<file path="src/rtl/multicycle_controller.sv">
// Multi-cycle main controller: sequences fetch, decode, execute, memory and write-back
// for the shared-memory datapath, with stall, memory wait timeout and retire counting.
module multicycle_controller #(
    parameter int unsigned OPCODE_W    = 6,
    parameter int unsigned CNT_W       = 16,
    parameter int unsigned MEM_TIMEOUT = 15
) (
    input  logic                clk,
    input  logic                rst_n,
    input  logic                enable,
    input  logic                stall,
    input  logic [OPCODE_W-1:0] opcode,
    input  logic                memready,
    output logic                irwrite,
    output logic                pcwrite,
    output logic                pcwritecond,
    output logic                iord,
    output logic                memread,
    output logic                memwrite,
    output logic                memtoreg,
    output logic                regwrite,
    output logic                regdst,
    output logic                alusrca,
    output logic                secontrol,
    output logic                comp_control,
    output logic                j_control,
    output logic                jal_control,
    output logic [1:0]          alusrcb,
    output logic [1:0]          pcsource,
    output logic [1:0]          aluop,
    output logic                illegal,
    output logic                memfault,
    output logic [3:0]          state,
    output logic [CNT_W-1:0]    instrcount
);

    localparam int unsigned WAIT_W = (MEM_TIMEOUT > 0) ? $clog2(MEM_TIMEOUT + 1) : 1;

    localparam logic [OPCODE_W-1:0] OP_R    = OPCODE_W'(6'h00);
    localparam logic [OPCODE_W-1:0] OP_J    = OPCODE_W'(6'h02);
    localparam logic [OPCODE_W-1:0] OP_JAL  = OPCODE_W'(6'h03);
    localparam logic [OPCODE_W-1:0] OP_BEQ  = OPCODE_W'(6'h04);
    localparam logic [OPCODE_W-1:0] OP_BNE  = OPCODE_W'(6'h05);
    localparam logic [OPCODE_W-1:0] OP_ADDI = OPCODE_W'(6'h08);
    localparam logic [OPCODE_W-1:0] OP_ORI  = OPCODE_W'(6'h0D);
    localparam logic [OPCODE_W-1:0] OP_LW   = OPCODE_W'(6'h23);
    localparam logic [OPCODE_W-1:0] OP_SW   = OPCODE_W'(6'h2B);

    typedef enum logic [3:0] {
        S_IDLE   = 4'd0,
        S_FETCH  = 4'd1,
        S_DECODE = 4'd2,
        S_EXEC   = 4'd3,
        S_MEM_RD = 4'd4,
        S_MEM_WR = 4'd5,
        S_WB     = 4'd6,
        S_BRANCH = 4'd7,
        S_JUMP   = 4'd8
    } state_t;

    state_t              cur, nxt;
    logic [OPCODE_W-1:0] opreg, opreg_nxt;
    logic [CNT_W-1:0]    cnt, cnt_nxt;
    logic [WAIT_W-1:0]   wait_cnt, wait_nxt;
    logic                mem_wait, timeout, retire;
    logic                is_r, is_ori, is_lw, is_sw, is_bne, is_jal;

    assign is_r   = (opreg == OP_R);
    assign is_ori = (opreg == OP_ORI);
    assign is_lw  = (opreg == OP_LW);
    assign is_sw  = (opreg == OP_SW);
    assign is_bne = (opreg == OP_BNE);
    assign is_jal = (opreg == OP_JAL);

    assign state      = cur;
    assign instrcount = cnt;

    // State, latched opcode, retire counter and memory wait counter
    always_ff @(posedge clk or negedge rst_n) begin
        if (!rst_n) begin
            cur      <= S_IDLE;
            opreg    <= '0;
            cnt      <= '0;
            wait_cnt <= '0;
        end else begin
            cur      <= nxt;
            opreg    <= opreg_nxt;
            cnt      <= cnt_nxt;
            wait_cnt <= wait_nxt;
        end
    end

    // Next state and datapath controls
    always_comb begin
        nxt          = cur;
        opreg_nxt    = opreg;
        cnt_nxt      = cnt;
        wait_nxt     = wait_cnt;
        mem_wait     = 1'b0;
        timeout      = 1'b0;
        retire       = 1'b0;
        irwrite      = 1'b0;
        pcwrite      = 1'b0;
        pcwritecond  = 1'b0;
        iord         = 1'b0;
        memread      = 1'b0;
        memwrite     = 1'b0;
        memtoreg     = 1'b0;
        regwrite     = 1'b0;
        regdst       = 1'b0;
        alusrca      = 1'b0;
        secontrol    = 1'b0;
        comp_control = 1'b0;
        j_control    = 1'b0;
        jal_control  = 1'b0;
        alusrcb      = 2'd0;
        pcsource     = 2'd0;
        aluop        = 2'b00;
        illegal      = 1'b0;
        memfault     = 1'b0;

        case (cur)
            S_IDLE: begin
                if (enable) nxt = S_FETCH;
            end
            S_FETCH: begin
                memread = 1'b1;
                alusrcb = 2'd1;
                aluop   = 2'b10;
                if (memready) begin
                    irwrite = 1'b1;
                    pcwrite = 1'b1;
                    nxt     = S_DECODE;
                end else begin
                    mem_wait = 1'b1;
                end
            end
            S_DECODE: begin
                alusrcb   = 2'd2;
                aluop     = 2'b10;
                opreg_nxt = opcode;
                case (opcode)
                    OP_R, OP_ORI, OP_ADDI, OP_LW, OP_SW: nxt = S_EXEC;
                    OP_BEQ, OP_BNE:                      nxt = S_BRANCH;
                    OP_J, OP_JAL:                        nxt = S_JUMP;
                    default: begin
                        illegal = 1'b1;
                        nxt     = S_FETCH;
                    end
                endcase
            end
            S_EXEC: begin
                alusrca = 1'b1;
                if (is_r) begin
                    alusrcb = 2'd0;
                    aluop   = 2'b00;
                end else if (is_ori) begin
                    alusrcb = 2'd2;
                    aluop   = 2'b01;
                end else begin
                    alusrcb   = 2'd2;
                    aluop     = 2'b10;
                    secontrol = 1'b1;
                end
                nxt = is_lw ? S_MEM_RD : (is_sw ? S_MEM_WR : S_WB);
            end
            S_MEM_RD: begin
                memread = 1'b1;
                iord    = 1'b1;
                if (memready) nxt = S_WB;
                else          mem_wait = 1'b1;
            end
            S_MEM_WR: begin
                memwrite = 1'b1;
                iord     = 1'b1;
                if (memready) begin
                    nxt    = S_FETCH;
                    retire = 1'b1;
                end else begin
                    mem_wait = 1'b1;
                end
            end
            S_WB: begin
                regwrite = 1'b1;
                regdst   = is_r;
                memtoreg = !is_lw;
                nxt      = S_FETCH;
                retire   = 1'b1;
            end
            S_BRANCH: begin
                alusrca      = 1'b1;
                alusrcb      = 2'd0;
                aluop        = 2'b11;
                pcwritecond  = 1'b1;
                pcsource     = 2'd1;
                comp_control = is_bne;
                nxt          = S_FETCH;
                retire       = 1'b1;
            end
            S_JUMP: begin
                pcwrite     = 1'b1;
                pcsource    = 2'd2;
                j_control   = 1'b1;
                regwrite    = is_jal;
                jal_control = is_jal;
                memtoreg    = is_jal;
                nxt         = S_FETCH;
                retire      = 1'b1;
            end
            default: nxt = S_IDLE;
        endcase

        // Abandon the access once the wait limit is hit with no ready
        if ((MEM_TIMEOUT > 0) && mem_wait) begin
            if (wait_cnt == WAIT_W'(MEM_TIMEOUT)) begin
                timeout = 1'b1;
                nxt     = S_FETCH;
            end else begin
                wait_nxt = wait_cnt + WAIT_W'(1);
            end
        end
        if ((nxt != cur) || timeout) wait_nxt = '0;
        memfault = timeout;
        if (retire) cnt_nxt = cnt + CNT_W'(1);

        // Stall freezes all sequencing and suppresses every write strobe
        if (stall) begin
            nxt         = cur;
            opreg_nxt   = opreg;
            cnt_nxt     = cnt;
            wait_nxt    = wait_cnt;
            irwrite     = 1'b0;
            pcwrite     = 1'b0;
            pcwritecond = 1'b0;
            regwrite    = 1'b0;
            memwrite    = 1'b0;
            illegal     = 1'b0;
            memfault    = 1'b0;
        end
    end

endmodule

</file>
<file path="config.mk">
export PLATFORM = sky130hd
export DESIGN_NAME = multicycle_controller
export DESIGN_NICKNAME = d
export VERILOG_FILES = /design/src/rtl/multicycle_controller.sv
export SDC_FILE = /design/constraint.sdc
export NUM_CORES = 1
export LEC_CHECK = 0
export CAP_MARGIN = 25
export CELL_PAD_IN_SITES_DETAIL_PLACEMENT = 0
export CELL_PAD_IN_SITES_GLOBAL_PLACEMENT = 1
export CORE_MARGIN = 3
export CORE_UTILIZATION = 34
export CTS_BUF_LIST = sky130_fd_sc_hd__clkbuf_2 sky130_fd_sc_hd__clkbuf_4 sky130_fd_sc_hd__clkbuf_8
export DETAILED_ROUTE_END_ITERATION = 10
export PLACE_DENSITY_LB_ADDON = 0.1
export SLEW_MARGIN = 30
export SYNTH_ARGS = -nofsm -noshare
export SYNTH_HDL_FRONTEND = slang
export SYNTH_SLANG_ARGS = --single-unit
</file>
<file path="constraint.sdc">
create_clock -name clk -period 1.6 [get_ports clk]
set_input_delay 0.24 -clock clk [delete_from_list [all_inputs] [get_ports clk]]
set_output_delay 0.24 -clock clk [all_outputs]
set_load 0.005 [all_outputs]
</file>
==> impl_metrics.py, run 1 <==
metrics = {
    "yosys": {
        "syn-cell-area_um2": 1930,
        "synth_seq_area_share_pct": 38.9,
        "yosys_warnings": 0,
        "syn-mean-instance-area_um2": 9.33,
        "most_repeated_cell_in_the_gate_level_netlist_after_synthesis": "sky130_fd_sc_hd__dfrtp_1",
        "ys_types": 54,
        "synth-seq-cells": 30,
        "yosysTopAreaCellShare_pct": 38.9,
        "synth-async-reset-ratio_pct": 100,
        "synth.net_count": 220,
        "netlist_top_cells_count": "sky130_fd_sc_hd__dfrtp_1 (30), sky130_fd_sc_hd__nand2_1 (20), sky130_fd_sc_hd__nor2_1 (15), sky130_fd_sc_hd__xnor2_1 (15), sky130_fd_sc_hd__nor3_1 (14)",
        "synth_top_area_cell": "sky130_fd_sc_hd__dfrtp_1",
        "synth-edff-count": 0,
        "synth.top_cells.by_area": "sky130_fd_sc_hd__dfrtp_1 (39%), sky130_fd_sc_hd__xnor2_1 (6.8%), sky130_fd_sc_hd__mux2_2 (4.1%), sky130_fd_sc_hd__nand2_1 (3.9%), sky130_fd_sc_hd__nor3_1 (3.6%)",
        "synth-main-ff-cell": "sky130_fd_sc_hd__dfrtp_1",
        "synthCells": 207,
    },
    "place": {
        "place_area_um2": 3100,
        "place.port_buffers": 52,
        "hpwlAfterDp_mm": 4.32,
        "dp_worst_setup_slack_ps": -659,
        "routabilityCongestion": 0.800,
    },
    "cells_and_area": {
        "final_layout_size_suffix_gt1_share_pct": 63.8,
        "final_nets": 377,
        "ant_cells": 0,
        "area_growth_syn_to_layout_pct": 109,
        "fillers": 355,
        "fin_util_pct": 76.0,
        "area.sequential_um2": 756,
        "multiInputGateArea_um2": 1640,
        "stdcell_area_um2": 4030,
    },
    "global_routing": {
        "grt_start_max_net_pins": 31,
        "number_of_antenna_violations_at_the_first_check_in_global_routing": 0,
        "grt.total_usage_pct": 21.7,
        "number_of_global_route_vias_before_repair": 2258,
        "grt_first_pass_wirelength_mm": 11.1,
        "grt_overflow_total": 0,
    },
    "floorplan": {
        "die-width_um": 81.4,
        "floorplan.initialDensity_pct": 36.4,
        "die_height_um": 81.4,
        "num_io_pins": 53,
        "fp.coreArea_um2": 5300,
        "placement_rows": 26,
        "die-area_um2": 6620,
    },
    "cts": {
        "insertion_delay_ps": 280,
        "worst_setup_hold_path_clk_slew_ps": 70,
        "cts.sink_count": 30,
        "clock-root-buffer": "sky130_fd_sc_hd__clkbuf_8",
        "clock_tree.htree_level_count": 2,
        "cts_tree": "built",
        "clock_path_buffers": 2,
        "hold_buffers": 0,
        "numCtsBuffers": 5,
    },
    "outcome": {
        "run_status": "finished, violations left",
        "failed_checks": "setup timing",
    },
    "sta": {
        "slew_headroom_pct": 73.3,
        "final-max-slew-violation-count": 0,
        "minimum_period_implied_by_the_final_worst_setup_slack_ps": 2010,
        "post-route-worst-setup-slack_ps": -410,
        "setup_repair_after_global_routing_missed_its_margin": "yes",
        "post-route-period-util_pct": 126,
        "worst_clock_skew_ps": 7.85,
        "worst_pin_slew_ps": 401,
        "finalSetupViolations": 49,
        "report.final.hold_viol_count": 0,
        "maxClockFrequency_mhz": 497,
    },
    "routing": {
        "first_drt_iteration_drcs": 55,
        "vias_per_cell": 5.07,
        "drt-wirelength-per-cell_um": 16.2,
        "post_detailed_route_count_of_antenna_violating_nets": 0,
        "drt_pre_antenna_iters": 4,
        "post-route-drc-count": 0,
        "via_count": 2207,
        "wl_mm": 7.06,
    },
    "hold_path": {
        "hp-class": "primary input to asynchronous set/reset pin",
    },
    "pwr": {
        "power_density_nw_per_um2": 1490,
        "p_leak_nw": 1.94,
        "power.ir.vdd_worst_uv": 961,
    },
    "setup_path": {
        "critPathRequiredTime_ps": 1770,
        "timing.critical_path.fanout_max": 5,
        "start_kind": "flip-flop",
        "critPathCaptureType": "flip-flop",
        "setup.worst_path.class": "flip-flop to flip-flop",
        "timing.critical_path.arrival_ps": 2180,
    },
    "flow_run": {
        "max_cap_viol_count": 0,
    },
}
cell usage in the layout, fill, tap and decap left out, types with 3 or more instances in the layout:
| master | synthesis | routed |
|---|---|---|
| sky130_fd_sc_hd__and2_1 | 5 | 3 |
| sky130_fd_sc_hd__dfrtp_1 | 30 | 26 |
| sky130_fd_sc_hd__mux2_4 | 1 | 8 |
| sky130_fd_sc_hd__nor2_1 | 15 | 7 |
| sky130_fd_sc_hd__clkdlybuf4s50_1 | 0 | 22 |
| sky130_fd_sc_hd__nand3_1 | 9 | 3 |
| sky130_fd_sc_hd__clkbuf_8 | 0 | 6 |
| sky130_fd_sc_hd__o21ai_0 | 3 | 3 |
| sky130_fd_sc_hd__nor3_4 | 0 | 5 |
| sky130_fd_sc_hd__nand3_2 | 0 | 5 |
| sky130_fd_sc_hd__nor3_1 | 14 | 6 |
| sky130_fd_sc_hd__a21oi_1 | 9 | 7 |
| sky130_fd_sc_hd__dfrtp_2 | 0 | 4 |
| sky130_fd_sc_hd__nor3_2 | 0 | 3 |
| sky130_fd_sc_hd__buf_8 | 0 | 3 |
| sky130_fd_sc_hd__inv_2 | 0 | 3 |
| sky130_fd_sc_hd__nand2_1 | 20 | 10 |
| sky130_fd_sc_hd__buf_2 | 5 | 18 |
| sky130_fd_sc_hd__buf_6 | 1 | 41 |
| sky130_fd_sc_hd__nand3b_1 | 3 | 3 |
| sky130_fd_sc_hd__xnor2_1 | 15 | 8 |
| sky130_fd_sc_hd__xnor2_2 | 0 | 6 |
| sky130_fd_sc_hd__dlymetal6s2s_1 | 0 | 4 |
| sky130_fd_sc_hd__nor2_4 | 0 | 6 |
| sky130_fd_sc_hd__nand2_4 | 0 | 7 |
| sky130_fd_sc_hd__o21ai_2 | 4 | 4 |
| sky130_fd_sc_hd__buf_4 | 2 | 70 |
| sky130_fd_sc_hd__nand2_2 | 0 | 3 |
| sky130_fd_sc_hd__and3_1 | 4 | 3 |
| sky130_fd_sc_hd__dlygate4sd2_1 | 0 | 3 |
worst paths after layout:
kind	from	endpoint	slack (ps)	cells after the start
max	state[2]	wait_cnt[0]	-410	7
min	rst_n	state[0]	360	2
max reg2reg	state[2]	wait_cnt[0]	-410	7
min reg2reg	instrcount[15]	instrcount[15]	480	1
max in group asynchronous	rst_n	state[3]	920	2
min in group clk	opcode[3]	opreg[3]	400	4
per-layer routing:
metal | GRT usage, % | share of wire, %
met5 | 0 | 0
met4 | 4.05 | 1.7
met3 | 3.10 | 3.0
met2 | 37.5 | 50
met1 | 28.9 | 45
sequential cells by signal, summed over array words and instances, names as in the netlist:
register / count
instrcount: 16
opreg: 6
state: 4
wait_cnt: 4
area by class of cell:
cell class | count | area share, %
clock buffers | 7 | 2.24
clock inverters | 1 | 0.124
inverters | 5 | 0.466
multi-input cells | 160 | 40.8
flip-flops and latches | 30 | 18.8
well taps | 70 | 2.17
repair buffers | 162 | 35.5
power by group:
part           total, W  internal (W)  switching [W]
Combinational   0.00418       0.00237        0.00181
Sequential      0.00116      0.000958       0.000206
Clock          0.000646      0.000364       0.000282
cell families (layout without fill, tap and decap cells):
| kind of cell | Yosys count | after routing | share of synthesized area [%] |
|---|---|---|---|
| simple gates | 98 | 98 | 29.6 |
| xor+xnor | 17 | 17 | 7.71 |
| fa+ha+maj | 2 | 2 | 1.30 |
| compound gates | 34 | 34 | 12.8 |
| flops | 30 | 30 | 38.9 |
| mux | 9 | 9 | 5.38 |
| buf+inv | 17 | 175 | 4.40 |
critical path, stage by stage (launching register included):
cell	delay, ps
sky130_fd_sc_hd__dfrtp_2	470
sky130_fd_sc_hd__buf_6	140
sky130_fd_sc_hd__or2_4	230
sky130_fd_sc_hd__and3b_4	210
sky130_fd_sc_hd__a211oi_4	300
sky130_fd_sc_hd__mux2_4	350
sky130_fd_sc_hd__nand4_4	140
sky130_fd_sc_hd__o21ai_2	60
per-stage QoR:
stage	setup TNS, ps	power [W]	hold WS (ps)	std cells
2_1_floorplan	-1620	0.00234	-55.6	207
3_3_place_gp	-16140	0.00384	459	393
3_5_place_dp	-16090	0.00385	469	393
4_1_cts	-9870	0.00535	377	428
5_1_grt	-14320	0.00636	401	435
6_report	-11720	0.00599	362	435
timing repair:
item                                    in CTS  in global routing
pin swaps                                   40                 30
buffers inserted                            28                 14
gates resized for setup                    194                 55
endpoints found under the setup margin      53                 52
No activity file was read; power rests on OpenSTA's default activity.
==> run 2: changes to the inputs <==
--- a/config.mk
+++ b/config.mk
@@ -6,10 +6,10 @@
 export NUM_CORES = 1
 export LEC_CHECK = 0
 export CAP_MARGIN = 25
-export CELL_PAD_IN_SITES_DETAIL_PLACEMENT = 0
-export CELL_PAD_IN_SITES_GLOBAL_PLACEMENT = 1
+export CELL_PAD_IN_SITES_DETAIL_PLACEMENT = 2
+export CELL_PAD_IN_SITES_GLOBAL_PLACEMENT = 2
 export CORE_MARGIN = 3
-export CORE_UTILIZATION = 34
+export CORE_UTILIZATION = 27
 export CTS_BUF_LIST = sky130_fd_sc_hd__clkbuf_2 sky130_fd_sc_hd__clkbuf_4 sky130_fd_sc_hd__clkbuf_8
 export DETAILED_ROUTE_END_ITERATION = 10
 export PLACE_DENSITY_LB_ADDON = 0.1
==> run 2 against run 1 <==
  * The flow now stops in global routing (5_1_grt)
  * Synthesized cell count stayed put
  * Area after synthesis stayed put
==> impl_metrics.py, run 2 <==
metrics = {
    "yosys": {
        "syn-cell-area_um2": 1930,
        "netlist_top_cells_count": "sky130_fd_sc_hd__dfrtp_1 (30), sky130_fd_sc_hd__nand2_1 (20), sky130_fd_sc_hd__nor2_1 (15), sky130_fd_sc_hd__xnor2_1 (15), sky130_fd_sc_hd__nor3_1 (14)",
        "synth-main-ff-cell": "sky130_fd_sc_hd__dfrtp_1",
        "syn-mean-instance-area_um2": 9.33,
        "most_repeated_cell_in_the_gate_level_netlist_after_synthesis": "sky130_fd_sc_hd__dfrtp_1",
        "synth.top_cells.by_area": "sky130_fd_sc_hd__dfrtp_1 (39%), sky130_fd_sc_hd__xnor2_1 (6.8%), sky130_fd_sc_hd__mux2_2 (4.1%), sky130_fd_sc_hd__nand2_1 (3.9%), sky130_fd_sc_hd__nor3_1 (3.6%)",
        "synth-edff-count": 0,
        "yosys_warnings": 0,
        "ys_types": 54,
        "synth_seq_area_share_pct": 38.9,
        "yosysTopAreaCellShare_pct": 38.9,
        "synth-seq-cells": 30,
        "synth.net_count": 220,
        "synthCells": 207,
        "synth-async-reset-ratio_pct": 100,
        "synth_top_area_cell": "sky130_fd_sc_hd__dfrtp_1",
    },
    "outcome": {
        "run_status": "stopped before the end",
        "haltStage": "global routing (5_1_grt)",
        "tool.error": "[ERROR DPL-0033] detailed placement checks failed during check placement.",
    },
    "sta": {
        "timing.grt.repair.worst_endpoint": "regwrite",
        "timing.repair.worst_endpoint_type": "output port",
    },
    "place": {
        "hpwlAfterDp_mm": 5.61,
        "placed_cells": 423,
        "place.port_buffers": 52,
        "routabilityCongestion": 0.822,
    },
    "cts": {
        "numCtsBuffers": 5,
        "hold_buffers": 0,
        "clock_tree.htree_level_count": 2,
        "cts.sink_count": 30,
        "clock_path_buffers": 2,
        "clock-root-buffer": "sky130_fd_sc_hd__clkbuf_8",
    },
    "floorplan": {
        "num_io_pins": 53,
        "die-width_um": 90.6,
        "floorplan.initialDensity_pct": 28.1,
        "placement_rows": 30,
        "die_height_um": 90.6,
    },
    "global_routing": {
        "number_of_antenna_violations_at_the_first_check_in_global_routing": 0,
        "grt_start_max_net_pins": 31,
    },
}
run 2: cell counts after synthesis:
Identical to the previous run, type by type.
run 2: repair_timing:
item	4_1_cts
buffers inserted	29
setup endpoints to repair	52
gates resized for setup	190
pin swaps	24
endpoints found under the hold margin	0
run 2: cells by family after synthesis:
group	count (synthesis)	synth area share, %
DFF	30	38.9
adders and majority gates	2	1.30
and+or+nand+nor	98	29.6
xor gates and xnor gates	17	7.71
buffers and inverters	17	4.40
muxes	9	5.38
AOI/OAI and AO/OA	34	12.8
run 2: per-stage QoR:
stage	instance area (um2)	hold slack, ps	utilization (%)	setup TNS, ps	setup slack (ps)
global placement	3180	464	46.2	-14900	-691
detailed placement	3180	471	46.2	-17260	-706
CTS	3750	370	54.6	-8050	-472
floorplan	2000	-55.6	-	-1620	-182
==> run 3: changes to the inputs <==
==> config.mk (replaced) <==
export PLATFORM = sky130hd
export DESIGN_NAME = multicycle_controller
export DESIGN_NICKNAME = d
export VERILOG_FILES = /design/src/rtl/multicycle_controller.sv
export SDC_FILE = /design/constraint.sdc
export NUM_CORES = 1
export LEC_CHECK = 0
export CAP_MARGIN = 25
export CORE_MARGIN = 3
export CORE_UTILIZATION = 30
export DETAILED_ROUTE_END_ITERATION = 10
export PLACE_DENSITY_LB_ADDON = 0.15
export SLEW_MARGIN = 30
export SYNTH_ARGS = -nofsm -noshare
export SYNTH_HDL_FRONTEND = slang
export SYNTH_SLANG_ARGS = --single-unit
==> constraint.sdc (replaced) <==
create_clock -name clk -period 2.08 [get_ports clk]
set_input_delay 0.312 -clock clk [delete_from_list [all_inputs] [get_ports clk]]
set_output_delay 0.312 -clock clk [all_outputs]
set_load 0.005 [all_outputs]
==> run 3 against run 2 <==
  * The flow now finishes without violations
==> impl_metrics.py, run 3 (same netlist as run 1, synthesis figures left out) <==
metrics = {
    "cts": {
        "numCtsBuffers": 5,
        "clock_tree.htree_level_count": 2,
        "insertion_delay_ps": 280,
        "clock-root-buffer": "sky130_fd_sc_hd__clkbuf_8",
        "cts_tree": "built",
        "worst_setup_hold_path_clk_slew_ps": 60,
        "hold_buffers": 0,
        "clock_path_buffers": 2,
        "cts.sink_count": 30,
    },
    "setup_path": {
        "r2r_setup_slack_ps": 60,
        "setup.worst_path.class": "flip-flop to flip-flop",
        "timing.critical_path.arrival_ps": 2180,
        "terminus_of_the_critical_flop_to_flop_path": "wait_cnt[0]",
        "rr_worst_depth": 7,
        "critPathCaptureType": "flip-flop",
        "timing.critical_path.fanout_max": 7,
        "start_kind": "flip-flop",
        "reg2reg_from": "state[2]",
        "critPathRequiredTime_ps": 2240,
    },
    "pwr": {
        "p_switching_w": 0.00136,
        "seq_power_share_pct": 25.1,
        "power.ir.vdd_worst_uv": 913,
        "p_sw_share_pct": 37.5,
        "p_leak_nw": 1.49,
        "part_of_the_total_power_dissipated_in_the_clock_network_pct": 13.2,
        "p_comb_share_pct": 61.8,
        "internal_dissipation_w": 0.00225,
        "power_density_nw_per_um2": 1110,
    },
    "floorplan": {
        "num_io_pins": 53,
        "die-width_um": 86.2,
        "placement_rows": 28,
        "die-area_um2": 7440,
        "floorplan.initialDensity_pct": 31.9,
        "fp.coreArea_um2": 6060,
        "die_height_um": 86.2,
    },
    "place": {
        "hpwlAfterDp_mm": 4.33,
        "place.port_buffers": 52,
        "placed_cells": 374,
        "place_area_um2": 2870,
        "routabilityCongestion": 0.804,
    },
    "sta": {
        "worst_pin_slew_ps": 377,
        "minimum_period_implied_by_the_final_worst_setup_slack_ps": 2020,
        "worst_clock_skew_ps": 4.10,
        "final-max-slew-violation-count": 0,
        "report.final.hold_viol_count": 0,
        "fin_worst_hold_slack_ps": 424,
        "setup_repair_after_global_routing_missed_its_margin": "yes",
        "maxClockFrequency_mhz": 494,
        "finalSetupViolations": 0,
        "post-route-period-util_pct": 97.3,
        "slew_headroom_pct": 74.7,
    },
    "cells_and_area": {
        "mostFrequentLayoutCells": "sky130_fd_sc_hd__buf_4 (65), sky130_fd_sc_hd__clkdlybuf4s50_1 (27), sky130_fd_sc_hd__dfrtp_1 (26)",
        "most_common_cell_after_layout_fill_and_taps_aside": "sky130_fd_sc_hd__buf_4",
        "stdcell_area_um2": 3240,
        "post_layout_nonfiller_instances": 400,
        "final_layout_size_suffix_gt1_share_pct": 41.8,
        "area_growth_syn_to_layout_pct": 67.8,
        "ant_cells": 0,
        "largest_register_ff_count": 16,
        "final_nets": 337,
        "fillers": 578,
    },
    "global_routing": {
        "grt_start_max_net_pins": 31,
        "number_of_global_route_vias_before_repair": 1983,
        "grt_overflow_total": 0,
        "grt_first_pass_wirelength_mm": 9.69,
        "grt.total_usage_pct": 16.2,
        "number_of_antenna_violations_at_the_first_check_in_global_routing": 0,
    },
    "routing": {
        "wl_mm": 5.83,
        "first_drt_iteration_drcs": 84,
        "via_count": 1967,
        "vias_per_cell": 4.92,
        "post_detailed_route_count_of_antenna_violating_nets": 0,
        "drt_pre_antenna_iters": 6,
        "post-route-drc-count": 0,
        "drt-wirelength-per-cell_um": 14.6,
    },
    "hold_path": {
        "hp-class": "primary input to asynchronous set/reset pin",
    },
    "outcome": {
        "run_status": "finished, final reports clean",
    },
    "flow_run": {
        "max_cap_viol_count": 0,
    },
}
[run 3: cell type report]
cell class	count	area, um2	share of cell area (%)
multi-input combinational	160	1270	39.2
timing repair buffer	122	1010	31.2
sequential	30	756	23.3
tap	75	93.8	2.89
clock buffer	7	86.3	2.66
inverter	5	18.8	0.579
clock inverter	1	5.00	0.154
[run 3: critical path, cell delays in order (launching register included)]
cell                       delay, ps
sky130_fd_sc_hd__dfrtp_2         470
sky130_fd_sc_hd__buf_4           180
sky130_fd_sc_hd__or2_4           260
sky130_fd_sc_hd__and3b_4         210
sky130_fd_sc_hd__a211oi_4        250
sky130_fd_sc_hd__mux2_4          340
sky130_fd_sc_hd__nand4_4         120
sky130_fd_sc_hd__o21ai_2          70
[run 3: metrics by stage]
stage               power [W]  utilization, %  setup TNS [ps]  worst slack (ps)
detailed placement    0.00278            47.4           -2160              -360
floorplan             0.00178               -               0               298
finish                0.00361            53.5               0              56.3
global route          0.00387            53.5            -227             -30.8
global placement      0.00277            47.4           -2010              -349
CTS                   0.00350            52.1           -62.6             -35.7
[run 3: routing by layer]
metal	part of all wire [%]	vias to the layer above	global-route usage (%)	wire [um]
met5	0	-	0	0
met4	0.79	0	3.40	46
met3	2.8	6	3.33	162
met2	49	31	26.4	2830
met1	48	953	22.5	2790
li1	-	977	-	-
[run 3: worst max-delay path by stage]
stage	startpoint	endpoint	slack, ps	cells after the start
finish	state[2]	wait_cnt[0]	60	7
global route	state[2]	pcwritecond	-30	7
CTS	opreg[4]	regdst	-40	5
detailed placement	opcode[2]	illegal	-360	5
global placement	opcode[2]	illegal	-350	5
floorplan	state[0]	wait_cnt[1]	300	7
[run 3: timing repair]
item                                    4_1_cts  5_1_grt
pin swaps                                    12        9
setup buffers                                18        2
gates cloned                                  0        0
resized for setup                            65       22
endpoints found under the setup margin       25       18
[run 3: power by group through the flow]
stage | sequential, W | clock, W | combinational [W]
after global routing | 0.000934 | 0.000519 | 0.00242
after CTS | 0.000899 | 0.000493 | 0.00211
final | 0.000904 | 0.000476 | 0.00223
after detailed placement | 0.000945 | 0 | 0.00184
after global placement | 0.000946 | 0 | 0.00183
after floorplan | 0.000881 | 0 | 0.000901
